===== src/rtl/trig_sched_pkg.sv =====
// trig_pkg: shared types and constants for the trig request scheduler.
//   trig_sched_state_t : scheduler FSM states
//   ANGLE_MAX          : first illegal angle (tenths of a degree)
//   ANGLE_W / VAL_W    : default angle and trig value widths
package trig_pkg;

  localparam int ANGLE_W   = 12;
  localparam int VAL_W     = 10;
  localparam int ANGLE_MAX = 3600;

  typedef enum logic [1:0] {
    IDLE = 2'd0,
    SIN  = 2'd1,
    COS  = 2'd2,
    DONE = 2'd3
  } trig_sched_state_t;

endpackage


===== src/rtl/rr_arb2.sv =====
// rr_arb2: two-requester round-robin arbiter.
//   clk, rst : clock, synchronous active-high reset
//   req[1:0] : request lines
//   upd      : pointer update enable (advance on a taken grant)
//   gnt[1:0] : one-hot grant (combinational)
// The pointer holds the index granted last; it resets to 1 so requester 0
// wins the first tie.
module rr_arb2 (
  input  logic       clk,
  input  logic       rst,
  input  logic [1:0] req,
  input  logic       upd,
  output logic [1:0] gnt
);

  logic ptr;

  // A single requester is granted regardless of the pointer; on a tie the
  // requester not granted last wins.
  always_comb begin
    gnt = req;
    if (req == 2'b11) gnt = ptr ? 2'b01 : 2'b10;
  end

  always_ff @(posedge clk) begin
    if (rst)                ptr <= 1'b1;
    else if (upd && |gnt)   ptr <= gnt[1];
  end

endmodule


===== src/rtl/trig_sched.sv =====
// trig_sched: time-shares one trig LUT between two angle clients.
//   clk, rst                      : clock, synchronous active-high reset
//   reqN_valid/degree/ready       : client N angle request (valid/ready)
//   trig_degree, trig_iscos       : drive the shared trig unit
//   trig_value                    : trig unit output, LAT clocks after inputs
//   res_valid/ready               : result handshake
//   res_id, res_sin, res_cos      : requester index and encoded values
//   res_err                       : requested angle was out of range
// Each accepted request does a sine lookup then a cosine lookup, each held
// for LAT+1 cycles, and returns both values together.
module trig_sched
  import trig_pkg::trig_sched_state_t, trig_pkg::ANGLE_MAX,
         trig_pkg::IDLE, trig_pkg::SIN, trig_pkg::COS, trig_pkg::DONE;
#(
  parameter int LAT     = 1,
  parameter int ANGLE_W = trig_pkg::ANGLE_W,
  parameter int VAL_W   = trig_pkg::VAL_W
) (
  input  logic               clk,
  input  logic               rst,
  input  logic               req0_valid,
  input  logic [ANGLE_W-1:0] req0_degree,
  output logic               req0_ready,
  input  logic               req1_valid,
  input  logic [ANGLE_W-1:0] req1_degree,
  output logic               req1_ready,
  output logic [ANGLE_W-1:0] trig_degree,
  output logic               trig_iscos,
  input  logic [VAL_W-1:0]   trig_value,
  output logic               res_valid,
  input  logic               res_ready,
  output logic               res_id,
  output logic [VAL_W-1:0]   res_sin,
  output logic [VAL_W-1:0]   res_cos,
  output logic               res_err
);

  localparam int CNT_W = (LAT < 1) ? 1 : $clog2(LAT + 1);

  trig_sched_state_t  state;
  logic [CNT_W-1:0]   cnt;
  logic               idle;
  logic [1:0]         arb_req;
  logic [1:0]         gnt;
  logic               accept;
  logic [ANGLE_W-1:0] sel_deg;
  logic               sel_oor;
  logic               cnt_last;

  assign idle = (state == IDLE);

  // Requests are only visible to the arbiter while idle, so the grant (and
  // hence ready) is zero whenever the shared unit is busy.
  assign arb_req = {req1_valid, req0_valid} & {2{idle}};

  rr_arb2 u_arb (
    .clk (clk),
    .rst (rst),
    .req (arb_req),
    .upd (idle),
    .gnt (gnt)
  );

  assign req0_ready = gnt[0];
  assign req1_ready = gnt[1];
  assign accept     = |gnt;
  assign sel_deg    = gnt[1] ? req1_degree : req0_degree;
  assign sel_oor    = 32'(sel_deg) >= ANGLE_MAX;
  assign cnt_last   = (cnt == CNT_W'(LAT));

  // trig_degree doubles as the latched angle; it is only written for legal
  // angles so an out-of-range request never disturbs the trig unit inputs.
  always_ff @(posedge clk) begin
    if (rst) begin
      state       <= IDLE;
      cnt         <= '0;
      trig_degree <= '0;
      trig_iscos  <= 1'b0;
      res_valid   <= 1'b0;
      res_id      <= 1'b0;
      res_sin     <= '0;
      res_cos     <= '0;
      res_err     <= 1'b0;
    end else begin
      unique case (state)
        IDLE: begin
          if (accept) begin
            res_id <= gnt[1];
            cnt    <= '0;
            if (sel_oor) begin
              res_err   <= 1'b1;
              res_sin   <= '0;
              res_cos   <= '0;
              res_valid <= 1'b1;
              state     <= DONE;
            end else begin
              res_err     <= 1'b0;
              trig_degree <= sel_deg;
              trig_iscos  <= 1'b0;
              state       <= SIN;
            end
          end
        end
        SIN: begin
          if (cnt_last) begin
            res_sin    <= trig_value;
            cnt        <= '0;
            trig_iscos <= 1'b1;
            state      <= COS;
          end else begin
            cnt <= cnt + 1'b1;
          end
        end
        COS: begin
          // iscos drops on the same edge the cosine is sampled, so it was
          // stable through the whole sample cycle.
          if (cnt_last) begin
            res_cos    <= trig_value;
            cnt        <= '0;
            trig_iscos <= 1'b0;
            res_valid  <= 1'b1;
            state      <= DONE;
          end else begin
            cnt <= cnt + 1'b1;
          end
        end
        DONE: begin
          if (res_ready) begin
            res_valid <= 1'b0;
            state     <= IDLE;
          end
        end
        default: state <= IDLE;
      endcase
    end
  end

endmodule


===== config.mk =====
export PLATFORM = sky130hd
export DESIGN_NAME = trig_sched
export DESIGN_NICKNAME = d
export VERILOG_FILES = /design/src/rtl/trig_sched_pkg.sv /design/src/rtl/rr_arb2.sv /design/src/rtl/trig_sched.sv
export SDC_FILE = /design/constraint.sdc
export NUM_CORES = 1
export LEC_CHECK = 0
export ABC_AREA = 1
export CORE_MARGIN = 2
export CORE_UTILIZATION = 34
export CTS_CLUSTER_DIAMETER = 80
export DETAILED_ROUTE_END_ITERATION = 10
export PLACE_DENSITY = 0.69
export SLEW_MARGIN = 25
export SYNTH_ARGS = -nofsm -noshare
export SYNTH_HDL_FRONTEND = slang
export SYNTH_SLANG_ARGS = --single-unit

===== constraint.sdc =====
create_clock -name clk -period 4.15 [get_ports clk]
set_clock_uncertainty 0.1 [all_clocks]
set_input_delay 1.245 -clock clk [delete_from_list [all_inputs] [get_ports clk]]
set_output_delay 1.245 -clock clk [all_outputs]
set_load 0.01 [all_outputs]

Word-level counts from Yosys, hierarchy flattened
Cells that the tools add are included.
Operators by class
  $add $sub $neg: 1
  order comparisons: 1
  eq/ne operators: 10
  muxes and demuxes: 27
  bitwise operators: 2
  reductions and logical operators: 17
Operators by type and width (number)
  $pmux W10 S2: 2
  $mux W10: 3
  $mux W2: 7
  $ge A12 B12 Y1 const B: 1
  $mux W12: 1
  $reduce_and A4 Y1: 3
  $mux W1: 10
  $reduce_and A5 Y1: 2
  $ne A2 B2 Y1 const B: 4
  $pmux W2 S4: 1
  $eq A2 B2 Y1 const B: 3
  $pmux W1 S3: 2
  $reduce_bool A2 Y1: 3
  $reduce_bool A3 Y1: 2
  $ne A2 B1 Y1 const B: 2
  $reduce_and A2 Y1: 2
  $reduce_or A2 Y1: 2
  $reduce_and A3 Y1: 1
  $and A2 B2 Y2: 1
  $eq A2 B1 Y1 const B: 1
  $logic_not A2 Y1: 1
  $pmux W1 S2: 1
  $add A1 B1 Y1 const B: 1
  $logic_and A1 B1 Y1: 1
  $not A1 Y1: 1
Storage, ports and cells
  flip-flop bits (word level): 40
  input port bits: 39
  output and inout bits: 38
  word-level logic and storage cells: 68

Longest topological paths before layout
  depth after elaboration: 9
  depth in mapped cells: 16

Cells and area by module
From an unflattened synthesis, not the netlist that was laid out.
Second synthesis, totals
  cells, all modules: 329
  area total of the unflattened synthesis: 2113.3 um^2
Modules (own cells, without submodules)
  trig_sched: times used 1, cells an instance 319, area an instance 2044.5 um^2, sequential area each 780.7 um^2
  rr_arb2: times used 1, cells an instance 10, area an instance 68.8 um^2, sequential area each 20.0 um^2

Worst setup path after synthesis
OpenSTA, ideal clock, no wires.
  kind: input to output
  from: input req1_valid
  to: output req1_ready
  arrival: 1.509 ns
  slack: 1.296 ns
  stages on the path: 2
  cells stage by stage: nand2_2 > a21oi_4
On the way
  word-level cells in the longest chain between the ends: 3
Ends and longest elaborated chain
  start, declared: RTL line trig_sched.sv:24  | input logic req1_valid,
  $and A2 B2 Y2 (*): RTL line trig_sched.sv:54  | assign arb_req = {req1_valid, req0_valid} & {2{idle}};
  $eq A2 B2 Y1: RTL line rr_arb2.sv:22  | if (req == 2'b11) gnt = ptr ? 2'b01 : 2'b10;
  $mux W2 (*): RTL line rr_arb2.sv:22
  end, declared: RTL line trig_sched.sv:26  | output logic req1_ready,
Every way passes the cells marked *; elsewhere a longest branch is shown, timed or not.

Worst setup path in the final report
  from: input req0_valid
  to: output req0_ready
On the way
  word-level cells in the longest chain between the ends: 3
Ends and longest elaborated chain
  start, declared: RTL line trig_sched.sv:21  | input logic req0_valid,
  $and A2 B2 Y2 (*): RTL line trig_sched.sv:54
  $eq A2 B2 Y1: RTL line rr_arb2.sv:22
  $mux W2 (*): RTL line rr_arb2.sv:22
  end, declared: RTL line trig_sched.sv:23  | output logic req0_ready,
Marked as above.

==> summary.md <==
| Metric | Value |
|---|---|
| Setup bufs post-CTS | `0` |
| Clk_lat worst skew | `280 ps` |
| CP Buf/Inv Count | `2` |
| Hold Vio Cnt, Final | `0` |
| CP Data Required Time | `2800 ps` |
| Layout cells sized above 1 | `5.854%` |
| Nature of the critical path endpoint | `output port` |
| Clk sink count | `40` |
| Final ANT Viol Nets | `0` |
| CP startpoint kind | `primary input` |
| First-pass GRT wire length | `8963 µm` |
| Power density over the cells | `702.4 mW/mm²` |
| Antenna cells | `0` |
| Critical path cell sequence | `clkdlybuf4s50_1 -> nand2_1 -> a21oi_1 -> clkdlybuf4s50_1` |
| Hold buffer count at cts | `0` |
| First drt pass iteration count | `4` |
| Die Wd | `83.10 µm` |
| Max-slew headroom | `68.89%` |
| GRT Max-Usage Layer | `met2` |
| Max Cap Violations | `0` |
| Largest stage delay, worst path | `570 ps` |
| Setup TNS | `0 ps` |
| Worst slew pin tran | `463.8 ps` |
| Synth Cell Area | `0.002127 mm²` |
| Starting density of the core | `35.51%` |
| Final net count | `454` |
| Die Span Y | `83.10 µm` |
| TritonCTS buffer count | `5` |
| Slowest-stage cell, CP | `clkdlybuf4s50_1` |
| Seq/Total Area, Yosys | `37.65%` |
| Post-layout util | `50.48%` |
| GR Util met1 | `19.27%` |
| Clk buf depth | `2` |
| Final-report max-slew violation count | `0` |
| # H-tree levels | `2` |
| RePlAce Congestion | `0.8736` |
| Crit path max fanout | `3` |
| Clock root buffer | `clkbuf_8` |
| Worst EP arrival | `2590 ps` |
| Worst-path clk slew | `80 ps` |
| RSZ-0062 raised after global routing | `no` |
| Num ports | `77` |
| Final setup margin | `218.7 ps` |
| Met3 Use GR | `3.380%` |
| Most used cell, CP | `clkdlybuf4s50_1` |
| Post-Route WL | `5191 µm` |
| Number of enable flip-flop cells after synthesis | `0` |
| GRT overflow | `0` |
| Yosys warning total | `0` |
| Synthesis-to-layout area growth | `42.18%` |
| Synth unique cells | `26` |
| DP HPWL | `4018 µm` |
| WL/cell | `10.70 µm` |
| Synth Flop Type | `dfxtp_1` |
| Post-synth ARST share | `0%` |
| Initial antenna violation count | `0` |
| Fillers | `624` |
| Post-place setup slack | `207.7 ps` |
| Hold Crit Class | `reg -> reg` |
| CTS tree | `done` |
| Port Buf Inserts | `76` |
| Row count | `28` |
| M2 GR Usage | `26.83%` |
| Cell count after synthesis | `333` |
| Highest Clock Rate | `254.4 MHz` |
| Leakage power | `1.482 nW` |
| Mapped Avg Cell Area | `6.388 µm²` |
| Die area | `0.006905 mm²` |
| Via density | `4.416` |
| Largest net degree at the start of global routing | `21` |
| VDD IR max | `443.2 µV` |
| Vias | `2142` |
| Critical path class | `in -> out` |
| Post-CTS Resized | `0` |
| Detailed-route DRC error count | `0` |
| Vias in the first global route | `2037` |
| Tcrit/Tclk final | `94.73%` |
| Outcome | `completed` |
| Core ar. | `0.005991 mm²` |
| Syn Nets | `378` |
| Iteration-0 DRC Markers | `99` |
| FF+latch count, synth | `40` |
| Count of final setup violators | `0` |
| CP top delay family | `buffers and inverters` |
| GRT Util Overall | `15.25%` |
| Tmin final | `3931 ps` |
[final timing paths]
check	start	endpoint	slack, ps	cells after the start
worst max register to register	state[0]$_SDFFE_PP0P_	trig_degree[6]$_SDFFE_PP0P_	1580	13
worst min register to register	res_id$_SDFFE_PP0P_	res_id$_SDFFE_PP0P_	370	2
worst max-delay path	req0_valid	req0_ready	220	4
worst min-delay path	res_id$_SDFFE_PP0P_	res_id$_SDFFE_PP0P_	370	2
[through the flow]
stage               hold WS, ps  power [mW]  cell area, µm²  std cells
floorplan                 360.8       1.416            2127        333
global placement          349.9       1.859            2934        477
detailed placement        358.4       1.875            2934        477
CTS                       371.0       2.148            3024        485
global route              394.6       2.341            3024        485
finish                    369.0       2.124            3024        485
[power by group]
part,leakage (nW),internal (mW),switching (mW)
combinational,1.11,0.559,0.663
clock,0.0455,0.136,0.126
sequential,0.330,0.551,0.0896
total,1.48,1.25,0.879
[layout by cell type (no fill, tap or decap), types with 2 or more instances in the layout]
cell,count
nand2_1,99
clkdlybuf4s50_1,76
nor2_1,59
inv_1,47
dfxtp_1,40
a21oi_1,18
nand3_1,17
o21ai_0,13
ha_1,6
clkbuf_8,6
nand2_2,5
buf_4,5
nor3_1,3
inv_2,2
o21ai_2,2
clkbuf_1,2
[synth_stat cells (2+ instances only)]
cell type	instances	share of area [%]
nand2_1	99	17
nor2_1	59	10
inv_1	47	8.3
dfxtp_1	40	38
a21oi_1	18	4.2
nand3_1	17	4.0
o21ai_0	13	3.1
ha_1	6	3.5
buf_6	5	2.6
nand2_2	5	1.5
clkbuf_1	4	0.71
nor3_1	3	0.71
buf_2	2	0.47
inv_2	2	0.35
o21ai_2	2	0.82
[final cells by class]
class / instances / area (µm²) / area share [%]
inverters: 50 / 187.7 / 6.206
multi-input cells: 231 / 1054 / 34.84
flip-flops and latches: 40 / 800.8 / 26.48
repair buffers: 81 / 798.3 / 26.40
well taps: 75 / 93.84 / 3.103
clock buffers: 8 / 90.09 / 2.979
[kinds of logic (layout without fill, tap and decap cells)]
logic type                 Yosys count  count (layout)  share of synthesized area (%)
DFF                                 40              40                          37.65
adders and majority gates            6               6                          3.529
and+or+nand+nor                    186             186                          35.24
buffers and inverters               62             139                          12.82
AOI/OAI and AO/OA                   39              39                          10.77
[layer usage]
metal / up-vias / part of all wire (%)
met5: - / 0
met4: 0 / 0.54
met3: 4 / 3.9
met2: 44 / 48
met1: 938 / 48
li1: 1156 / -
[registers in the layout (all words and copies together) (netlist names)]
| name | cells |
|---|---|
| cnt | 1 |
| res_cos | 10 |
| res_err | 1 |
| res_id | 1 |
| res_sin | 10 |
| res_valid | 1 |
| state | 2 |
| trig_degree | 12 |
| trig_iscos | 1 |
| u_arb.ptr | 1 |
[worst register-to-register path, cell delays in order (launching register included)]
cell and delay, ps:
dfxtp_1 350, inv_1 130, ha_1 290, nand2_2 130, inv_2 120, nand2_4 130
o21ai_0 310, nor2_2 110, o21ai_2 90, nand2_1 230, inv_2 280, nand2_1 80
nand2_1 60, nor2_1 50
(Power assumes the default switching activity.)
